**src/rtl/branch_resolve_if.sv**
```systemverilog
// Handshake bundle between the issue pipeline and branch_resolve_unit.
// The master drives instructions and predict lookups; the slave resolves them.
interface branch_resolve_if #(
  parameter int XLEN = 32
);
  logic            flush;
  logic            in_valid;
  logic            in_ready;
  logic [31:0]     instruction;
  logic [XLEN-1:0] program_counter;
  logic [XLEN-1:0] rs1_data;
  logic [XLEN-1:0] rs2_data;
  logic            predicted_taken;
  logic            out_valid;
  logic            out_ready;
  logic            redirect;
  logic [XLEN-1:0] redirect_pc;
  logic [XLEN-1:0] link_value;
  logic            mispredict;
  logic [1:0]      exception;
  logic [XLEN-1:0] predict_pc;
  logic            predict_taken;

  modport master (
    output flush,
    output in_valid,
    output instruction,
    output program_counter,
    output rs1_data,
    output rs2_data,
    output predicted_taken,
    output out_ready,
    output predict_pc,
    input  in_ready,
    input  out_valid,
    input  redirect,
    input  redirect_pc,
    input  link_value,
    input  mispredict,
    input  exception,
    input  predict_taken
  );

  modport slave (
    input  flush,
    input  in_valid,
    input  instruction,
    input  program_counter,
    input  rs1_data,
    input  rs2_data,
    input  predicted_taken,
    input  out_ready,
    input  predict_pc,
    output in_ready,
    output out_valid,
    output redirect,
    output redirect_pc,
    output link_value,
    output mispredict,
    output exception,
    output predict_taken
  );
endinterface

```
**src/rtl/branch_resolve_unit.sv**
```systemverilog
// Two-stage RV32I branch/jump resolver with a 2-bit saturating BHT.
// Stage A latches and decodes; stage B compares, updates the BHT and drives results.
module branch_resolve_unit #(
  parameter int XLEN      = 32,
  parameter int BHT_DEPTH = 16
) (
  input logic             clk,
  input logic             rst,
  branch_resolve_if.slave bus
);

  localparam int IW = $clog2(BHT_DEPTH);

  localparam logic [1:0] EXC_NONE = 2'b00;
  localparam logic [1:0] EXC_ILL  = 2'b01;
  localparam logic [1:0] EXC_MIS  = 2'b10;

  localparam logic [6:0] OP_BR   = 7'b1100011;
  localparam logic [6:0] OP_JAL  = 7'b1101111;
  localparam logic [6:0] OP_JALR = 7'b1100111;

  typedef struct packed {
    logic [2:0]      f3;
    logic [XLEN-1:0] pc;
    logic [XLEN-1:0] rs1;
    logic [XLEN-1:0] rs2;
    logic [XLEN-1:0] imm;
    logic            pred;
    logic            is_br;
    logic            is_jal;
    logic            is_jalr;
  } stage_a_t;

  stage_a_t a_d;
  stage_a_t a_q;
  logic     a_valid;

  logic            out_valid;
  logic            redirect;
  logic            mispredict;
  logic [XLEN-1:0] redirect_pc;
  logic [XLEN-1:0] link_value;
  logic [1:0]      exception;

  logic advance;
  logic in_ready;
  logic a_go;

  assign advance  = !out_valid || bus.out_ready;
  assign in_ready = !a_valid || advance;
  assign a_go     = a_valid && advance && !bus.flush;

  // ---------------- stage A: decode ----------------
  logic [31:0] ins;
  logic [6:0]  opc;
  logic [2:0]  f3_in;
  logic [31:0] imm_b;
  logic [31:0] imm_j;
  logic [31:0] imm_i;
  logic        dec_br;
  logic        dec_jal;
  logic        dec_jalr;

  assign ins   = bus.instruction;
  assign opc   = ins[6:0];
  assign f3_in = ins[14:12];

  assign imm_b = {{19{ins[31]}}, ins[31], ins[7],
                  ins[30:25], ins[11:8], 1'b0};
  assign imm_j = {{11{ins[31]}}, ins[31], ins[19:12],
                  ins[20], ins[30:21], 1'b0};
  assign imm_i = {{20{ins[31]}}, ins[31:20]};

  // funct3 010/011 are the only holes in the branch space
  assign dec_br   = (opc == OP_BR) && (f3_in[2:1] != 2'b01);
  assign dec_jal  = (opc == OP_JAL);
  assign dec_jalr = (opc == OP_JALR) && (f3_in == 3'b000);

  always_comb begin
    a_d         = '0;
    a_d.f3      = f3_in;
    a_d.pc      = bus.program_counter;
    a_d.rs1     = bus.rs1_data;
    a_d.rs2     = bus.rs2_data;
    a_d.pred    = bus.predicted_taken;
    a_d.is_br   = dec_br;
    a_d.is_jal  = dec_jal;
    a_d.is_jalr = dec_jalr;
    unique case (1'b1)
      dec_br:  a_d.imm = XLEN'($signed(imm_b));
      dec_jal: a_d.imm = XLEN'($signed(imm_j));
      default: a_d.imm = XLEN'($signed(imm_i));
    endcase
  end

  always_ff @(posedge clk or posedge rst) begin
    if (rst) begin
      a_valid <= 1'b0;
      a_q     <= '0;
    end else if (bus.flush) begin
      a_valid <= 1'b0;
    end else if (in_ready) begin
      a_valid <= bus.in_valid;
      if (bus.in_valid) a_q <= a_d;
    end
  end

  // ---------------- stage B: resolve ----------------
  logic [XLEN-1:0] seq_pc;
  logic [XLEN-1:0] rel_tgt;
  logic [XLEN-1:0] jalr_sum;
  logic [XLEN-1:0] jalr_tgt;
  logic            eq;
  logic            lt;
  logic            ltu;
  logic            taken;

  assign seq_pc   = a_q.pc + XLEN'(4);
  assign rel_tgt  = a_q.pc + a_q.imm;
  assign jalr_sum = a_q.rs1 + a_q.imm;
  assign jalr_tgt = {jalr_sum[XLEN-1:1], 1'b0};

  assign eq  = (a_q.rs1 == a_q.rs2);
  assign lt  = ($signed(a_q.rs1) < $signed(a_q.rs2));
  assign ltu = (a_q.rs1 < a_q.rs2);

  always_comb begin
    taken = 1'b0;
    case (a_q.f3)
      3'b000:  taken = eq;
      3'b001:  taken = !eq;
      3'b100:  taken = lt;
      3'b101:  taken = !lt;
      3'b110:  taken = ltu;
      3'b111:  taken = !ltu;
      default: taken = 1'b0;
    endcase
  end

  logic [XLEN-1:0] b_npc;
  logic            b_redir;
  logic            b_mis;
  logic [1:0]      b_exc;
  logic            b_upd;

  // A misaligned target still reports the computed address in redirect_pc
  always_comb begin
    b_npc   = seq_pc;
    b_redir = 1'b0;
    b_mis   = 1'b0;
    b_exc   = EXC_ILL;
    b_upd   = 1'b0;
    unique case (1'b1)
      a_q.is_br: begin
        b_npc   = taken ? rel_tgt : seq_pc;
        b_upd   = 1'b1;
        b_exc   = b_npc[1] ? EXC_MIS : EXC_NONE;
        b_mis   = !b_npc[1] && (taken ^ a_q.pred);
        b_redir = b_mis;
      end
      a_q.is_jal: begin
        b_npc   = rel_tgt;
        b_exc   = b_npc[1] ? EXC_MIS : EXC_NONE;
        b_redir = !b_npc[1];
      end
      a_q.is_jalr: begin
        b_npc   = jalr_tgt;
        b_exc   = b_npc[1] ? EXC_MIS : EXC_NONE;
        b_redir = !b_npc[1];
      end
      default: ;
    endcase
  end

  always_ff @(posedge clk or posedge rst) begin
    if (rst) begin
      out_valid   <= 1'b0;
      redirect    <= 1'b0;
      mispredict  <= 1'b0;
      redirect_pc <= '0;
      link_value  <= '0;
      exception   <= EXC_NONE;
    end else if (bus.flush) begin
      out_valid  <= 1'b0;
      redirect   <= 1'b0;
      mispredict <= 1'b0;
    end else if (advance) begin
      out_valid  <= a_valid;
      redirect   <= a_valid && b_redir;
      mispredict <= a_valid && b_mis;
      if (a_valid) begin
        redirect_pc <= b_npc;
        link_value  <= seq_pc;
        exception   <= b_exc;
      end
    end
  end

  // ---------------- branch history table ----------------
  logic [1:0]    bht [BHT_DEPTH];
  logic [IW-1:0] wr_idx;
  logic [IW-1:0] rd_idx;

  assign wr_idx = a_q.pc[IW+1:2];
  assign rd_idx = bus.predict_pc[IW+1:2];

  always_ff @(posedge clk or posedge rst) begin
    if (rst) begin
      for (int i = 0; i < BHT_DEPTH; i++) bht[i] <= 2'b01;
    end else if (a_go && b_upd) begin
      if (taken && bht[wr_idx] != 2'b11)
        bht[wr_idx] <= bht[wr_idx] + 2'd1;
      else if (!taken && bht[wr_idx] != 2'b00)
        bht[wr_idx] <= bht[wr_idx] - 2'd1;
    end
  end

  logic unused_bits;
  assign unused_bits = ^{bus.predict_pc[XLEN-1:IW+2],
                         bus.predict_pc[1:0], jalr_sum[0]};

  assign bus.in_ready      = in_ready;
  assign bus.out_valid     = out_valid;
  assign bus.redirect      = redirect;
  assign bus.mispredict    = mispredict;
  assign bus.redirect_pc   = redirect_pc;
  assign bus.link_value    = link_value;
  assign bus.exception     = exception;
  assign bus.predict_taken = bht[rd_idx][1];

endmodule
```
**src/flat_wrapper.sv**
```systemverilog
// flat-port wrapper written by rule: the top's interface ports become plain ports
module branch_resolve_unit_flat 
#(
  parameter int XLEN      = 32,
  parameter int BHT_DEPTH = 16
)
  (clk, rst, bus_flush, bus_in_valid, bus_instruction, bus_program_counter, bus_rs1_data, bus_rs2_data, bus_predicted_taken, bus_out_ready, bus_predict_pc, bus_in_ready, bus_out_valid, bus_redirect, bus_redirect_pc, bus_link_value, bus_mispredict, bus_exception, bus_predict_taken);
  branch_resolve_if #(.XLEN(XLEN)) bus_i ();
  input logic clk;
  input logic rst;
  input wire logic [$bits(bus_i.flush)-1:0] bus_flush;
  input wire logic [$bits(bus_i.in_valid)-1:0] bus_in_valid;
  input wire logic [$bits(bus_i.instruction)-1:0] bus_instruction;
  input wire logic [$bits(bus_i.program_counter)-1:0] bus_program_counter;
  input wire logic [$bits(bus_i.rs1_data)-1:0] bus_rs1_data;
  input wire logic [$bits(bus_i.rs2_data)-1:0] bus_rs2_data;
  input wire logic [$bits(bus_i.predicted_taken)-1:0] bus_predicted_taken;
  input wire logic [$bits(bus_i.out_ready)-1:0] bus_out_ready;
  input wire logic [$bits(bus_i.predict_pc)-1:0] bus_predict_pc;
  output wire logic [$bits(bus_i.in_ready)-1:0] bus_in_ready;
  output wire logic [$bits(bus_i.out_valid)-1:0] bus_out_valid;
  output wire logic [$bits(bus_i.redirect)-1:0] bus_redirect;
  output wire logic [$bits(bus_i.redirect_pc)-1:0] bus_redirect_pc;
  output wire logic [$bits(bus_i.link_value)-1:0] bus_link_value;
  output wire logic [$bits(bus_i.mispredict)-1:0] bus_mispredict;
  output wire logic [$bits(bus_i.exception)-1:0] bus_exception;
  output wire logic [$bits(bus_i.predict_taken)-1:0] bus_predict_taken;
  assign bus_i.flush = bus_flush;
  assign bus_i.in_valid = bus_in_valid;
  assign bus_i.instruction = bus_instruction;
  assign bus_i.program_counter = bus_program_counter;
  assign bus_i.rs1_data = bus_rs1_data;
  assign bus_i.rs2_data = bus_rs2_data;
  assign bus_i.predicted_taken = bus_predicted_taken;
  assign bus_i.out_ready = bus_out_ready;
  assign bus_i.predict_pc = bus_predict_pc;
  assign bus_in_ready = bus_i.in_ready;
  assign bus_out_valid = bus_i.out_valid;
  assign bus_redirect = bus_i.redirect;
  assign bus_redirect_pc = bus_i.redirect_pc;
  assign bus_link_value = bus_i.link_value;
  assign bus_mispredict = bus_i.mispredict;
  assign bus_exception = bus_i.exception;
  assign bus_predict_taken = bus_i.predict_taken;
  branch_resolve_unit #(.XLEN(XLEN), .BHT_DEPTH(BHT_DEPTH)) u_core (.clk(clk), .rst(rst), .bus(bus_i));
endmodule
```
**config.mk**
```make
export PLATFORM = sky130hd
export DESIGN_NAME = branch_resolve_unit_flat
export DESIGN_NICKNAME = d
export VERILOG_FILES = /design/src/rtl/branch_resolve_if.sv /design/src/rtl/branch_resolve_unit.sv /design/src/flat_wrapper.sv
export SDC_FILE = /design/constraint.sdc
export NUM_CORES = 1
export LEC_CHECK = 0
export CORE_MARGIN = 2
export CORE_UTILIZATION = 30
export DETAILED_ROUTE_END_ITERATION = 7
export GPL_ROUTABILITY_DRIVEN = 0
export SLEW_MARGIN = 10
export SYNTH_ARGS = -nofsm -noshare
export SYNTH_HDL_FRONTEND = slang
export SYNTH_SLANG_ARGS = --single-unit
```
**constraint.sdc**
```tcl
create_clock -name clk -period 7.4 [get_ports clk]
set_input_delay 0.74 -clock clk [delete_from_list [all_inputs] [get_ports clk]]
set_output_delay 0.74 -clock clk [all_outputs]
set_load 0.005 [all_outputs]
```
==> impl_metrics.xml, run 1 <==
<?xml version="1.0" encoding="UTF-8"?>
<metrics>
  <group name="worst_setup_path">
    <metric name="critical_path.startpoint_type" unit="">flop</metric>
    <metric name="regToRegEndpoint" unit="">u_core.bus.redirect_pc[31]</metric>
    <metric name="crit_required" unit="ns">7.83</metric>
    <metric name="minimum_setup_slack_among_reg_to_reg_paths" unit="ns">3.01</metric>
    <metric name="data_arrival_time_at_the_worst_slack_endpoint" unit="ns">4.82</metric>
    <metric name="slowest_delay" unit="ns">0.80</metric>
    <metric name="critPathMaxFanout" unit="">16</metric>
    <metric name="critical_path.most_common_cell" unit="">or4_1</metric>
    <metric name="timing.critical_path.to_type" unit="">flop</metric>
    <metric name="rr_startpoint" unit="">u_core.a_q[99]</metric>
    <metric name="critical-path-slowest-cell" unit="">a21oi_2</metric>
    <metric name="reg2reg_depth" unit="">12</metric>
    <metric name="worstSetupPathType" unit="">reg -&gt; reg</metric>
    <metric name="cells_along_the_critical_path" unit="">ha_1 -&gt; nand4_1 -&gt; or4_1 -&gt; or4_1 -&gt; a21oi_1 -&gt; and2_1 -&gt; nor4_2 -&gt; buf_4 -&gt; a21oi_2 -&gt; o2111ai_1 -&gt; nor3b_1 -&gt; o211ai_1</metric>
  </group>
  <group name="synthesis">
    <metric name="synthTopCellsByArea" unit="">dfrtp_1 38%, mux2_2 11%, ha_1 8.9%</metric>
    <metric name="ys_ff_latch" unit="">226</metric>
    <metric name="synthDominantCellAreaShare" unit="%">37.7</metric>
    <metric name="ys_warn_count" unit="">0</metric>
    <metric name="syn-instance-count" unit="">1393</metric>
    <metric name="synth.cell_area" unit="µm²">13900</metric>
    <metric name="synth.largest_area_cell" unit="">dfrtp_1</metric>
    <metric name="ys.flop_type" unit="">dfrtp_1</metric>
    <metric name="syn_avg_cell_area" unit="µm²">10.0</metric>
    <metric name="synth-edff-count" unit="">0</metric>
    <metric name="synthesized_net_count" unit="">1660</metric>
    <metric name="ys_async_sr_fraction" unit="%">100</metric>
    <metric name="number_of_unique_standard_cell_types_used_by_synthesis" unit="">66</metric>
    <metric name="synth_sequential_area_ratio" unit="%">40.8</metric>
  </group>
  <group name="sta">
    <metric name="max_freq" unit="MHz">228</metric>
    <metric name="maxSlewViolCount" unit="">0</metric>
    <metric name="finalWorstSetupSlack" unit="ns">3.01</metric>
    <metric name="setup-violations-final" unit="">0</metric>
    <metric name="fin_setup_tns" unit="ns">0</metric>
    <metric name="maxSlewHeadroom" unit="%">26.0</metric>
    <metric name="layout_min_cycle_time" unit="ns">4.39</metric>
    <metric name="timing_worst_slew_pin_value" unit="ns">1.11</metric>
    <metric name="finalClockSkew" unit="ns">0.0203</metric>
    <metric name="final.period_utilization" unit="%">59.3</metric>
    <metric name="hold_viol" unit="">0</metric>
    <metric name="rsz0062_at_grt" unit="">false</metric>
  </group>
  <group name="finish">
    <metric name="synthToLayoutAreaGrowth" unit="%">26.9</metric>
    <metric name="most_common_cell_after_layout_fill_and_taps_aside" unit="">dfrtp_1</metric>
    <metric name="fillers" unit="">4468</metric>
    <metric name="layout.cells.most_common_list" unit="">210 x dfrtp_1, 208 x clkdlybuf4s50_1, 168 x nand2_1</metric>
    <metric name="nNetsFinal" unit="">1856</metric>
    <metric name="final_layout_size_suffix_gt1_share" unit="%">15.3</metric>
  </group>
  <group name="clock_network">
    <metric name="postCtsSetupRepairBufs" unit="">0</metric>
    <metric name="cts_sinks" unit="">226</metric>
    <metric name="clkSlewWorstSetupHoldPaths" unit="ns">0.06</metric>
    <metric name="hold_buffers" unit="">0</metric>
    <metric name="htree_levels" unit="">1</metric>
    <metric name="cts-root-buf" unit="">clkbuf_16</metric>
    <metric name="cts_made_buffers" unit="">28</metric>
    <metric name="clock_insertion_delay_worst_skew" unit="ns">0.57</metric>
    <metric name="ctsResizeCount" unit="">0</metric>
    <metric name="tritoncts" unit="">yes</metric>
    <metric name="maximum_clock_path_buffer_count" unit="">3</metric>
  </group>
  <group name="routing">
    <metric name="via_count" unit="">11472</metric>
    <metric name="drc_violation_count_after_routing" unit="">0</metric>
    <metric name="wl" unit="µm">42800</metric>
    <metric name="detailedRoute.firstPassIterationCount" unit="">5</metric>
    <metric name="detail-route-antenna-nets" unit="">0</metric>
    <metric name="drt_first_iter_violations" unit="">830</metric>
    <metric name="routedWlPerCell" unit="µm">19.3</metric>
    <metric name="drt-vias-per-instance" unit="">5.18</metric>
  </group>
  <group name="floorplan">
    <metric name="die_area" unit="µm²">48200</metric>
    <metric name="num_rows" unit="">78</metric>
    <metric name="die_x" unit="µm">219</metric>
    <metric name="die_h" unit="µm">219</metric>
    <metric name="ioPinCount" unit="">237</metric>
    <metric name="core_area" unit="µm²">45600</metric>
    <metric name="initial_utilization" unit="%">30.6</metric>
  </group>
  <group name="place">
    <metric name="hpwl" unit="µm">32500</metric>
    <metric name="portBuffers" unit="">208</metric>
    <metric name="pre_cts_ws" unit="ns">3.06</metric>
  </group>
  <group name="power">
    <metric name="cellPowerDensity" unit="nW/µm²">266</metric>
    <metric name="power.ir.vdd_worst" unit="mV">0.184</metric>
    <metric name="power_leakage" unit="nW">7.58</metric>
  </group>
  <group name="global_routing">
    <metric name="first_global_vias" unit="">11211</metric>
    <metric name="grt_max_degree" unit="">141</metric>
    <metric name="track_usage" unit="%">17.7</metric>
    <metric name="grt_pass1_wl" unit="µm">65900</metric>
    <metric name="grt_overflow" unit="">0</metric>
    <metric name="grt_antenna_before_repair" unit="">1</metric>
  </group>
  <group name="min_path">
    <metric name="hp-start" unit="">u_core.bus.link_value[23]</metric>
    <metric name="timing.hold.worst_endpoint" unit="">u_core.bus.link_value[23]</metric>
    <metric name="hold_path_class" unit="">reg -&gt; reg</metric>
    <metric name="min_delay_path_depth" unit="">2</metric>
  </group>
  <group name="job">
    <metric name="max-cap-violations" unit="">0</metric>
  </group>
  <group name="status">
    <metric name="outcome" unit="">finished, final reports clean</metric>
  </group>
</metrics>
==> report_power, final <==
group | total (mW) | switching [mW] | internal [mW]
sequential | 1.62 | 0.195 | 1.42
clock | 1.45 | 0.575 | 0.880
combinational | 1.62 | 0.849 | 0.774
total | 4.69 | 1.62 | 3.07
==> how the worst max path moves through the flow <==
stage / start / end / slack, ns / cells after the start
2_1_floorplan: rst / u_core.a_q[0] / 0.50 / 1
3_3_place_gp: u_core.a_q[99] / u_core.bus.redirect_pc[31] / 3.11 / 12
3_5_place_dp: u_core.a_q[99] / u_core.bus.redirect_pc[31] / 3.06 / 12
4_1_cts: u_core.a_q[99] / u_core.bus.redirect_pc[31] / 3.04 / 12
5_1_grt: u_core.a_q[99] / u_core.bus.redirect_pc[31] / 2.87 / 12
6_report: u_core.a_q[99] / u_core.bus.redirect_pc[31] / 3.01 / 12
==> per-layer routing <==
metal / share of wire (%) / wire length [µm] / global-route usage, %
met3: 7.0 / 3000 / 2.91
met5: 0.030 / 13 / 0
met4: 2.4 / 1040 / 4.95
met2: 42 / 17900 / 25.9
met1: 49 / 20800 / 26.7
==> synthesized netlist by cell type (5+ instances only) <==
cell / number
nand2b_1: 7
or3_1: 6
clkbuf_1: 45
a211oi_1: 5
a221oi_1: 14
nor2b_1: 16
mux2i_1: 7
nand3_1: 37
ha_1: 99
o21ai_0: 87
o21bai_1: 10
buf_1: 6
a31oi_1: 11
a21o_1: 20
and3_1: 13
nand2_1: 168
mux2_2: 138
o31ai_1: 5
o211ai_1: 9
xnor2_1: 53
mux4_2: 14
or4_1: 5
nor3_1: 12
o21a_1: 8
a211o_1: 5
nor2_1: 69
and2_1: 8
dfstp_2: 16
nand4_1: 29
a21oi_1: 95
dfrtp_1: 210
inv_1: 53
o22ai_1: 12
xor2_1: 31
==> worst max-delay path, delay by kind of cell (launching register included) <==
family                     cells  cell delay (ns)
AOI/OAI and AO/OA              4             1.39
buffers and inverters          1             0.21
DFF                            1             0.42
and+or+nand+nor                6             1.86
adders and majority gates      1             0.37
==> cells by family (layout without fill, tap and decap cells) <==
| logic type | Yosys count | after routing | share of synthesized area [%] |
|---|---|---|---|
| xor gates and xnor gates | 84 | 84 | 5.28 |
| and+or+nand+nor | 392 | 392 | 13.2 |
| DFF | 226 | 226 | 40.8 |
| other | 0 | 2 | 0 |
| buffers and inverters | 107 | 325 | 2.96 |
| adders and majority gates | 101 | 101 | 9.18 |
| muxes | 160 | 160 | 14.0 |
| AOI/OAI and AO/OA | 323 | 323 | 14.6 |
==> registers in the layout, summed over array words and instances (netlist names), named ones only <==
register                cells
u_core.bus.link_value      32
u_core.bus.redirect         1
u_core.bus.exception        2
u_core.bus.out_valid        1
u_core.bus.mispredict       1
u_core.a_valid              1
u_core.bht                 16
u_core.bus.redirect_pc     32
u_core.a_q                124
==> stage by stage <==
stage               hold WS (ns)  area [µm²]  instances  total power, mW  util, %
CTS                        0.478       17700       2211             4.73     38.7
global route               0.503       17700       2211             4.98     38.7
detailed placement         0.465       16700       2159             3.24     36.6
floorplan                  0.456       13900       1393             2.61        -
finish                     0.475       17700       2213             4.69     38.8
global placement           0.461       16700       2159             3.20     36.6
==> cell type report <==
type	instances	area [µm²]	share of cell area (%)
Timing Repair Buffer	220	2180	12.4
Tap cell	600	751	4.25
Multi-Input combinational cell	1060	7850	44.4
Sequential cell	226	5680	32.1
Clock inverter	14	174	0.984
Clock buffer	38	818	4.63
Antenna cell	2	5.00	0.0283
Inverter	53	206	1.17
Note: power is estimated with default switching activity, not from simulation.
==> run 2: changes to the inputs <==
==> constraint.sdc (replaced) <==
create_clock -name clk -period 3.74 [get_ports clk]
set_input_delay 0.374 -clock clk [delete_from_list [all_inputs] [get_ports clk]]
set_output_delay 0.374 -clock clk [all_outputs]
set_load 0.005 [all_outputs]
==> run 2 against run 1 <==
Compared with the run above: global-route usage decreased by 0.26 points; combinational power increased by 120%; sequential power increased by 93%; routed wire length decreased by 0.15%; cell count increased by 2.3%; clock skew decreased by 0.0082 ns; largest power group is now combinational cells.
==> impl_metrics.xml, run 2 (synthesis gave the netlist of run 1 again) <==
<?xml version="1.0" encoding="UTF-8"?>
<metrics>
  <group name="global_routing">
    <metric name="grt_max_degree" unit="">104</metric>
    <metric name="first_global_vias" unit="">11399</metric>
    <metric name="grt_antenna_before_repair" unit="">2</metric>
    <metric name="track_usage" unit="%">17.5</metric>
    <metric name="grt_pass1_wl" unit="µm">65400</metric>
    <metric name="grt_overflow" unit="">0</metric>
  </group>
  <group name="finish">
    <metric name="num_antenna_cells" unit="">0</metric>
    <metric name="fillers" unit="">4439</metric>
    <metric name="utilization" unit="%">39.9</metric>
    <metric name="post-route-cell-area" unit="µm²">18200</metric>
    <metric name="largest_register_ff_count" unit="">124</metric>
    <metric name="synthToLayoutAreaGrowth" unit="%">30.7</metric>
    <metric name="most_common_cell_after_layout_fill_and_taps_aside" unit="">dfrtp_1</metric>
    <metric name="largest_register" unit="">u_core.a_q</metric>
    <metric name="nNetsFinal" unit="">1912</metric>
    <metric name="top_registers" unit="">u_core.a_q (124), u_core.bus.link_value (32), u_core.bus.redirect_pc (32)</metric>
    <metric name="layout.cells.non_filler" unit="">2264</metric>
    <metric name="final_layout_size_suffix_gt1_share" unit="%">18.7</metric>
    <metric name="layout.cells.most_common_list" unit="">209 x dfrtp_1, 208 x clkdlybuf4s50_1, 168 x nand2_1</metric>
  </group>
  <group name="routing">
    <metric name="drc_violation_count_after_routing" unit="">0</metric>
    <metric name="drt_first_iter_violations" unit="">635</metric>
    <metric name="wl" unit="µm">42700</metric>
    <metric name="drt-vias-per-instance" unit="">5.13</metric>
    <metric name="routedWlPerCell" unit="µm">18.9</metric>
    <metric name="detail-route-antenna-nets" unit="">0</metric>
    <metric name="via_count" unit="">11604</metric>
    <metric name="detailedRoute.firstPassIterationCount" unit="">8</metric>
  </group>
  <group name="worst_setup_path">
    <metric name="critPathMaxFanout" unit="">9</metric>
    <metric name="worstSetupPathType" unit="">reg -&gt; reg</metric>
    <metric name="cp-startpoint" unit="">u_core.a_q[79]</metric>
    <metric name="crit_required" unit="ns">4.17</metric>
    <metric name="cells_along_the_critical_path" unit="">ha_1 -&gt; nand4_1 -&gt; or4_1 -&gt; a21o_1 -&gt; a21oi_1 -&gt; nor4_1 -&gt; nor4_4 -&gt; buf_12 -&gt; mux2_4 -&gt; a222oi_1 -&gt; nor2_1 -&gt; a221o_1</metric>
    <metric name="critical_path_cell_count" unit="">12</metric>
    <metric name="minimum_setup_slack_among_reg_to_reg_paths" unit="ns">0.09</metric>
    <metric name="crit_buf_inv" unit="">1</metric>
    <metric name="reg2reg_depth" unit="">12</metric>
    <metric name="critical_path.top_delay_family" unit="">simple AND/OR/NAND/NOR gates</metric>
    <metric name="critical-path-slowest-cell" unit="">or4_1</metric>
    <metric name="timing.critical_path.to_type" unit="">flop</metric>
    <metric name="slowest_delay" unit="ns">0.55</metric>
    <metric name="critical_path.startpoint_type" unit="">flop</metric>
    <metric name="regToRegEndpoint" unit="">u_core.bus.redirect_pc[1]</metric>
    <metric name="data_arrival_time_at_the_worst_slack_endpoint" unit="ns">4.07</metric>
    <metric name="rr_startpoint" unit="">u_core.a_q[79]</metric>
  </group>
  <group name="power">
    <metric name="total_power" unit="mW">9.43</metric>
    <metric name="power.ir.vdd_worst" unit="mV">0.263</metric>
    <metric name="power_leakage" unit="nW">7.88</metric>
    <metric name="cellPowerDensity" unit="nW/µm²">518</metric>
  </group>
  <group name="sta">
    <metric name="setup-violations-final" unit="">0</metric>
    <metric name="final.period_utilization" unit="%">97.5</metric>
    <metric name="max_freq" unit="MHz">274</metric>
    <metric name="finalClockSkew" unit="ns">0.0121</metric>
    <metric name="maxSlewHeadroom" unit="%">51.7</metric>
    <metric name="timing_worst_slew_pin_value" unit="ns">0.725</metric>
    <metric name="hold_viol" unit="">0</metric>
    <metric name="layout_min_cycle_time" unit="ns">3.65</metric>
    <metric name="rsz0062_at_grt" unit="">false</metric>
    <metric name="maxSlewViolCount" unit="">0</metric>
  </group>
  <group name="clock_network">
    <metric name="clock_insertion_delay_worst_skew" unit="ns">0.55</metric>
    <metric name="tritoncts" unit="">yes</metric>
    <metric name="hold_buffers" unit="">0</metric>
    <metric name="maximum_clock_path_buffer_count" unit="">3</metric>
    <metric name="cts_sinks" unit="">226</metric>
    <metric name="cts-root-buf" unit="">clkbuf_16</metric>
    <metric name="postCtsSetupRepairBufs" unit="">0</metric>
    <metric name="cts_made_buffers" unit="">26</metric>
    <metric name="htree_levels" unit="">1</metric>
    <metric name="clkSlewWorstSetupHoldPaths" unit="ns">0.06</metric>
  </group>
  <group name="place">
    <metric name="dp_cells" unit="">2217</metric>
    <metric name="portBuffers" unit="">208</metric>
    <metric name="hpwl" unit="µm">33500</metric>
    <metric name="placement.cell_area" unit="µm²">17200</metric>
  </group>
  <group name="floorplan">
    <metric name="die_area" unit="µm²">48200</metric>
    <metric name="initial_utilization" unit="%">30.6</metric>
    <metric name="die_h" unit="µm">219</metric>
    <metric name="ioPinCount" unit="">237</metric>
    <metric name="die_x" unit="µm">219</metric>
    <metric name="core_area" unit="µm²">45600</metric>
    <metric name="num_rows" unit="">78</metric>
  </group>
  <group name="job">
    <metric name="max-cap-violations" unit="">0</metric>
  </group>
  <group name="min_path">
    <metric name="hold_path_class" unit="">in -&gt; async</metric>
  </group>
  <group name="status">
    <metric name="outcome" unit="">finished, final reports clean</metric>
  </group>
</metrics>
==> run 2: cell count changes in the layout (fill, tap and decap cells not counted), moves of 2 or more <==
cell,delta
and3_1,-2
diode_2,-2
bufinv_16,+2
clkinvlp_4,-2
buf_4,+51
buf_12,+7
clkbuf_8,-3
clkinv_2,+2
==> run 2: worst max path at each step <==
stage                                 endpoint  slack, ns
finish               u_core.bus.redirect_pc[1]       0.09
global route        u_core.bus.redirect_pc[28]      0.004
CTS                             u_core.bht[29]       0.02
detailed placement              u_core.bht[29]      -0.02
global placement                u_core.bht[29]       0.02
floorplan            u_core.bus.redirect_pc[1]       0.38
==> run 2: metal layers <==
layer	routed length, µm	track usage [%]	up-vias
met4	1090	5.05	2
met2	18000	26.3	368
met5	13	0	-
li1	-	-	5579
met3	2680	2.90	56
met1	20900	25.6	5599
==> run 2: worst reg2reg max path, cell delays in order (launching register included) <==
cell and delay [ns]:
dfrtp_1 0.43, ha_1 0.34, nand4_1 0.09, or4_1 0.55
a21o_1 0.21, a21oi_1 0.31, nor4_1 0.14, nor4_4 0.28
buf_12 0.18, mux2_4 0.31, a222oi_1 0.29, nor2_1 0.12
a221o_1 0.27
==> run 2: layout make-up <==
type | count | area [µm²] | share of cell area [%]
flip-flops and latches | 226 | 5680 | 31.2
inverters | 53 | 203 | 1.11
clock inverters | 13 | 196 | 1.08
clock buffers | 34 | 752 | 4.13
well taps | 600 | 751 | 4.13
multi-input cells | 1060 | 7910 | 43.5
repair buffers | 278 | 2710 | 14.9
==> run 2: timing repair <==
action / CTS / global route
cloned: 0 / 0
gates resized for setup: 3 / 14
pin swaps: 0 / 5
endpoints found under the setup margin: 10 / 45
==> run 2: stage by stage <==
| step | hold slack (ns) | TNS (ns) | worst slack (ns) |
|---|---|---|---|
| 6_report | 0.223 | 0 | 0.0929 |
| 5_1_grt | 0.251 | 0 | 0.00377 |
| 4_1_cts | 0.223 | 0 | 0.0230 |
| 3_5_place_dp | 0.464 | -0.0165 | -0.0165 |
| 3_3_place_gp | 0.463 | 0 | 0.0201 |
| 2_1_floorplan | 0.437 | 0 | 0.378 |
==> run 2: power by group <==
part	switching (mW)	total, mW	internal, mW
sequential	0.309	3.12	2.81
clock	1.05	2.80	1.75
combinational	1.81	3.51	1.70
==> run 3: changes to the inputs <==
--- a/config.mk
+++ b/config.mk
@@ -5,10 +5,12 @@
 export SDC_FILE = /design/constraint.sdc
 export NUM_CORES = 1
 export LEC_CHECK = 0
+export ABC_CLOCK_PERIOD_IN_PS = 3740
 export CORE_MARGIN = 2
 export CORE_UTILIZATION = 30
 export DETAILED_ROUTE_END_ITERATION = 7
 export GPL_ROUTABILITY_DRIVEN = 0
+export PLACE_DENSITY = 0.62
 export SLEW_MARGIN = 10
 export SYNTH_ARGS = -nofsm -noshare
 export SYNTH_HDL_FRONTEND = slang
==> run 3 against run 2 <==
Compared with the run above: clock power decreased by 1%; power about the same; critical path depth increased by 1; critical path type unchanged.
==> impl_metrics.xml, run 3 (synthesis gave the netlist of run 1 again) <==
<?xml version="1.0" encoding="UTF-8"?>
<metrics>
  <group name="worst_setup_path">
    <metric name="regToRegEndpoint" unit="">u_core.bus.redirect_pc[28]</metric>
    <metric name="minimum_setup_slack_among_reg_to_reg_paths" unit="ns">0.08</metric>
    <metric name="worstSetupPathType" unit="">reg -&gt; reg</metric>
    <metric name="timing.critical_path.to_type" unit="">flop</metric>
    <metric name="rr_startpoint" unit="">u_core.a_q[4]</metric>
    <metric name="data_arrival_time_at_the_worst_slack_endpoint" unit="ns">4.09</metric>
    <metric name="reg2reg_depth" unit="">13</metric>
    <metric name="cp-startpoint" unit="">u_core.a_q[4]</metric>
    <metric name="critical_path.startpoint_type" unit="">flop</metric>
    <metric name="critPathMaxFanout" unit="">4</metric>
    <metric name="crit_required" unit="ns">4.17</metric>
  </group>
  <group name="finish">
    <metric name="seq_area" unit="µm²">5680</metric>
    <metric name="fillers" unit="">4460</metric>
    <metric name="largest_register_ff_count" unit="">124</metric>
    <metric name="largest_register" unit="">u_core.a_q</metric>
    <metric name="multiInputGateArea" unit="µm²">7920</metric>
    <metric name="num_antenna_cells" unit="">0</metric>
    <metric name="nNetsFinal" unit="">1927</metric>
    <metric name="most_common_cell_after_layout_fill_and_taps_aside" unit="">dfrtp_1</metric>
    <metric name="final_layout_size_suffix_gt1_share" unit="%">19.5</metric>
    <metric name="layout.cells.most_common_list" unit="">209 x dfrtp_1, 208 x clkdlybuf4s50_1, 166 x nand2_1</metric>
    <metric name="synthToLayoutAreaGrowth" unit="%">31.2</metric>
    <metric name="top_registers" unit="">u_core.a_q (124), u_core.bus.link_value (32), u_core.bus.redirect_pc (32)</metric>
  </group>
  <group name="floorplan">
    <metric name="initial_utilization" unit="%">30.6</metric>
    <metric name="die_x" unit="µm">219</metric>
    <metric name="core_area" unit="µm²">45600</metric>
    <metric name="num_rows" unit="">78</metric>
    <metric name="ioPinCount" unit="">237</metric>
    <metric name="die_h" unit="µm">219</metric>
    <metric name="die_area" unit="µm²">48200</metric>
  </group>
  <group name="sta">
    <metric name="final.hold.worst_slack" unit="ns">0.302</metric>
    <metric name="finalClockSkew" unit="ns">0.0212</metric>
    <metric name="maxSlewViolCount" unit="">0</metric>
    <metric name="fin_setup_tns" unit="ns">0</metric>
    <metric name="maxSlewHeadroom" unit="%">34.7</metric>
    <metric name="layout_min_cycle_time" unit="ns">3.66</metric>
    <metric name="hold_viol" unit="">0</metric>
    <metric name="timing_worst_slew_pin_value" unit="ns">0.979</metric>
    <metric name="max_freq" unit="MHz">273</metric>
    <metric name="final.period_utilization" unit="%">97.9</metric>
    <metric name="setup-violations-final" unit="">0</metric>
    <metric name="finalWorstSetupSlack" unit="ns">0.0797</metric>
    <metric name="rsz0062_at_grt" unit="">false</metric>
  </group>
  <group name="power">
    <metric name="p_comb_share" unit="%">37.8</metric>
    <metric name="power.share.clock" unit="%">29.2</metric>
    <metric name="switching_share" unit="%">33.8</metric>
    <metric name="power.ir.vdd_worst" unit="mV">0.320</metric>
    <metric name="pint" unit="mW">6.25</metric>
    <metric name="cellPowerDensity" unit="nW/µm²">516</metric>
    <metric name="power_leakage" unit="nW">7.94</metric>
    <metric name="power.net_switching" unit="mW">3.19</metric>
    <metric name="pwr-share-seq" unit="%">33.0</metric>
  </group>
  <group name="routing">
    <metric name="via_count" unit="">11730</metric>
    <metric name="drt-vias-per-instance" unit="">5.15</metric>
    <metric name="wl" unit="µm">43400</metric>
    <metric name="detail-route-antenna-nets" unit="">0</metric>
    <metric name="drc_violation_count_after_routing" unit="">0</metric>
    <metric name="routedWlPerCell" unit="µm">19.0</metric>
    <metric name="detailedRoute.firstPassIterationCount" unit="">5</metric>
    <metric name="drt_first_iter_violations" unit="">654</metric>
  </group>
  <group name="global_routing">
    <metric name="grt_overflow" unit="">0</metric>
    <metric name="grt_antenna_before_repair" unit="">0</metric>
    <metric name="track_usage" unit="%">17.8</metric>
    <metric name="grt_pass1_wl" unit="µm">66600</metric>
    <metric name="first_global_vias" unit="">11677</metric>
    <metric name="grt_max_degree" unit="">153</metric>
  </group>
  <group name="clock_network">
    <metric name="maximum_clock_path_buffer_count" unit="">3</metric>
    <metric name="cts_made_buffers" unit="">26</metric>
    <metric name="tritoncts" unit="">yes</metric>
    <metric name="clock_insertion_delay_worst_skew" unit="ns">0.55</metric>
    <metric name="cts_sinks" unit="">226</metric>
    <metric name="clkSlewWorstSetupHoldPaths" unit="ns">0.06</metric>
    <metric name="hold_buffers" unit="">0</metric>
    <metric name="cts-root-buf" unit="">clkbuf_16</metric>
    <metric name="htree_levels" unit="">1</metric>
  </group>
  <group name="status">
    <metric name="outcome" unit="">finished, final reports clean</metric>
  </group>
  <group name="min_path">
    <metric name="hold_path_class" unit="">in -&gt; async</metric>
  </group>
  <group name="job">
    <metric name="max-cap-violations" unit="">0</metric>
  </group>
  <group name="place">
    <metric name="pre_cts_ws" unit="ns">-0.0871</metric>
    <metric name="hpwl" unit="µm">34000</metric>
    <metric name="portBuffers" unit="">208</metric>
  </group>
</metrics>
-- run 3: worst max-delay path by stage --
stage / slack, ns / to
after global routing: 0.005 / u_core.bus.redirect_pc[25]
after global placement: -0.04 / u_core.bus.redirect_pc[5]
after floorplan: 0.38 / u_core.bus.redirect_pc[1]
final: 0.08 / u_core.bus.redirect_pc[28]
after CTS: 0.004 / u_core.bht[27]
after detailed placement: -0.09 / u_core.bus.redirect_pc[5]
-- run 3: power groups by stage --
stage	logic (mW)	clock network, mW	registers (mW)
finish	3.57	2.76	3.11
global route	3.91	2.93	3.16
CTS	3.52	2.83	3.11
detailed placement	3.50	0	3.16
global placement	3.43	0	3.14
floorplan	2.06	0	3.10
-- run 3: per-layer routing --
layer  share of wire [%]  up-vias  GRT usage, %
met5                   0        -             0
met4                 1.9        0          4.44
met3                 6.3       43          2.54
met2                  43      407          26.9
met1                  49     5662          26.6
li1                    -     5618             -
-- run 3: critical path: stages, from the launching register on --
cell      delay [ns]
dfrtp_1         0.45
ha_1            0.29
fa_1            0.43
a21o_1          0.21
a22oi_1         0.20
a211o_1         0.18
a21boi_0        0.14
o32ai_1         0.32
buf_4           0.18
o21ai_0         0.13
a211o_1         0.34
a311oi_2        0.29
nor4_1          0.09
a311o_1         0.29
-- run 3: area by class of cell --
class,count,share of cell area [%]
Sequential cell,226,31.1
Timing Repair Buffer,293,15.3
Tap cell,600,4.11
Clock buffer,38,4.25
Clock inverter,9,0.808
Multi-Input combinational cell,1060,43.3
Inverter,53,1.11
-- run 3: repair_timing --
| item | CTS | global route |
|---|---|---|
| gates resized for setup | 6 | 17 |
| pin swaps | 0 | 7 |
| setup buffers | 0 | 1 |
| endpoints found under the setup margin | 29 | 57 |
-- run 3: through the flow --
step / std cells / utilization (%) / instance area (µm²) / total power, mW
floorplan: 1393 / - / 13900 / 5.16
global placement: 2232 / 37.9 / 17300 / 6.57
detailed placement: 2232 / 37.9 / 17300 / 6.66
CTS: 2279 / 40.0 / 18200 / 9.47
global route: 2279 / 40.1 / 18300 / 10.0
finish: 2279 / 40.1 / 18300 / 9.44
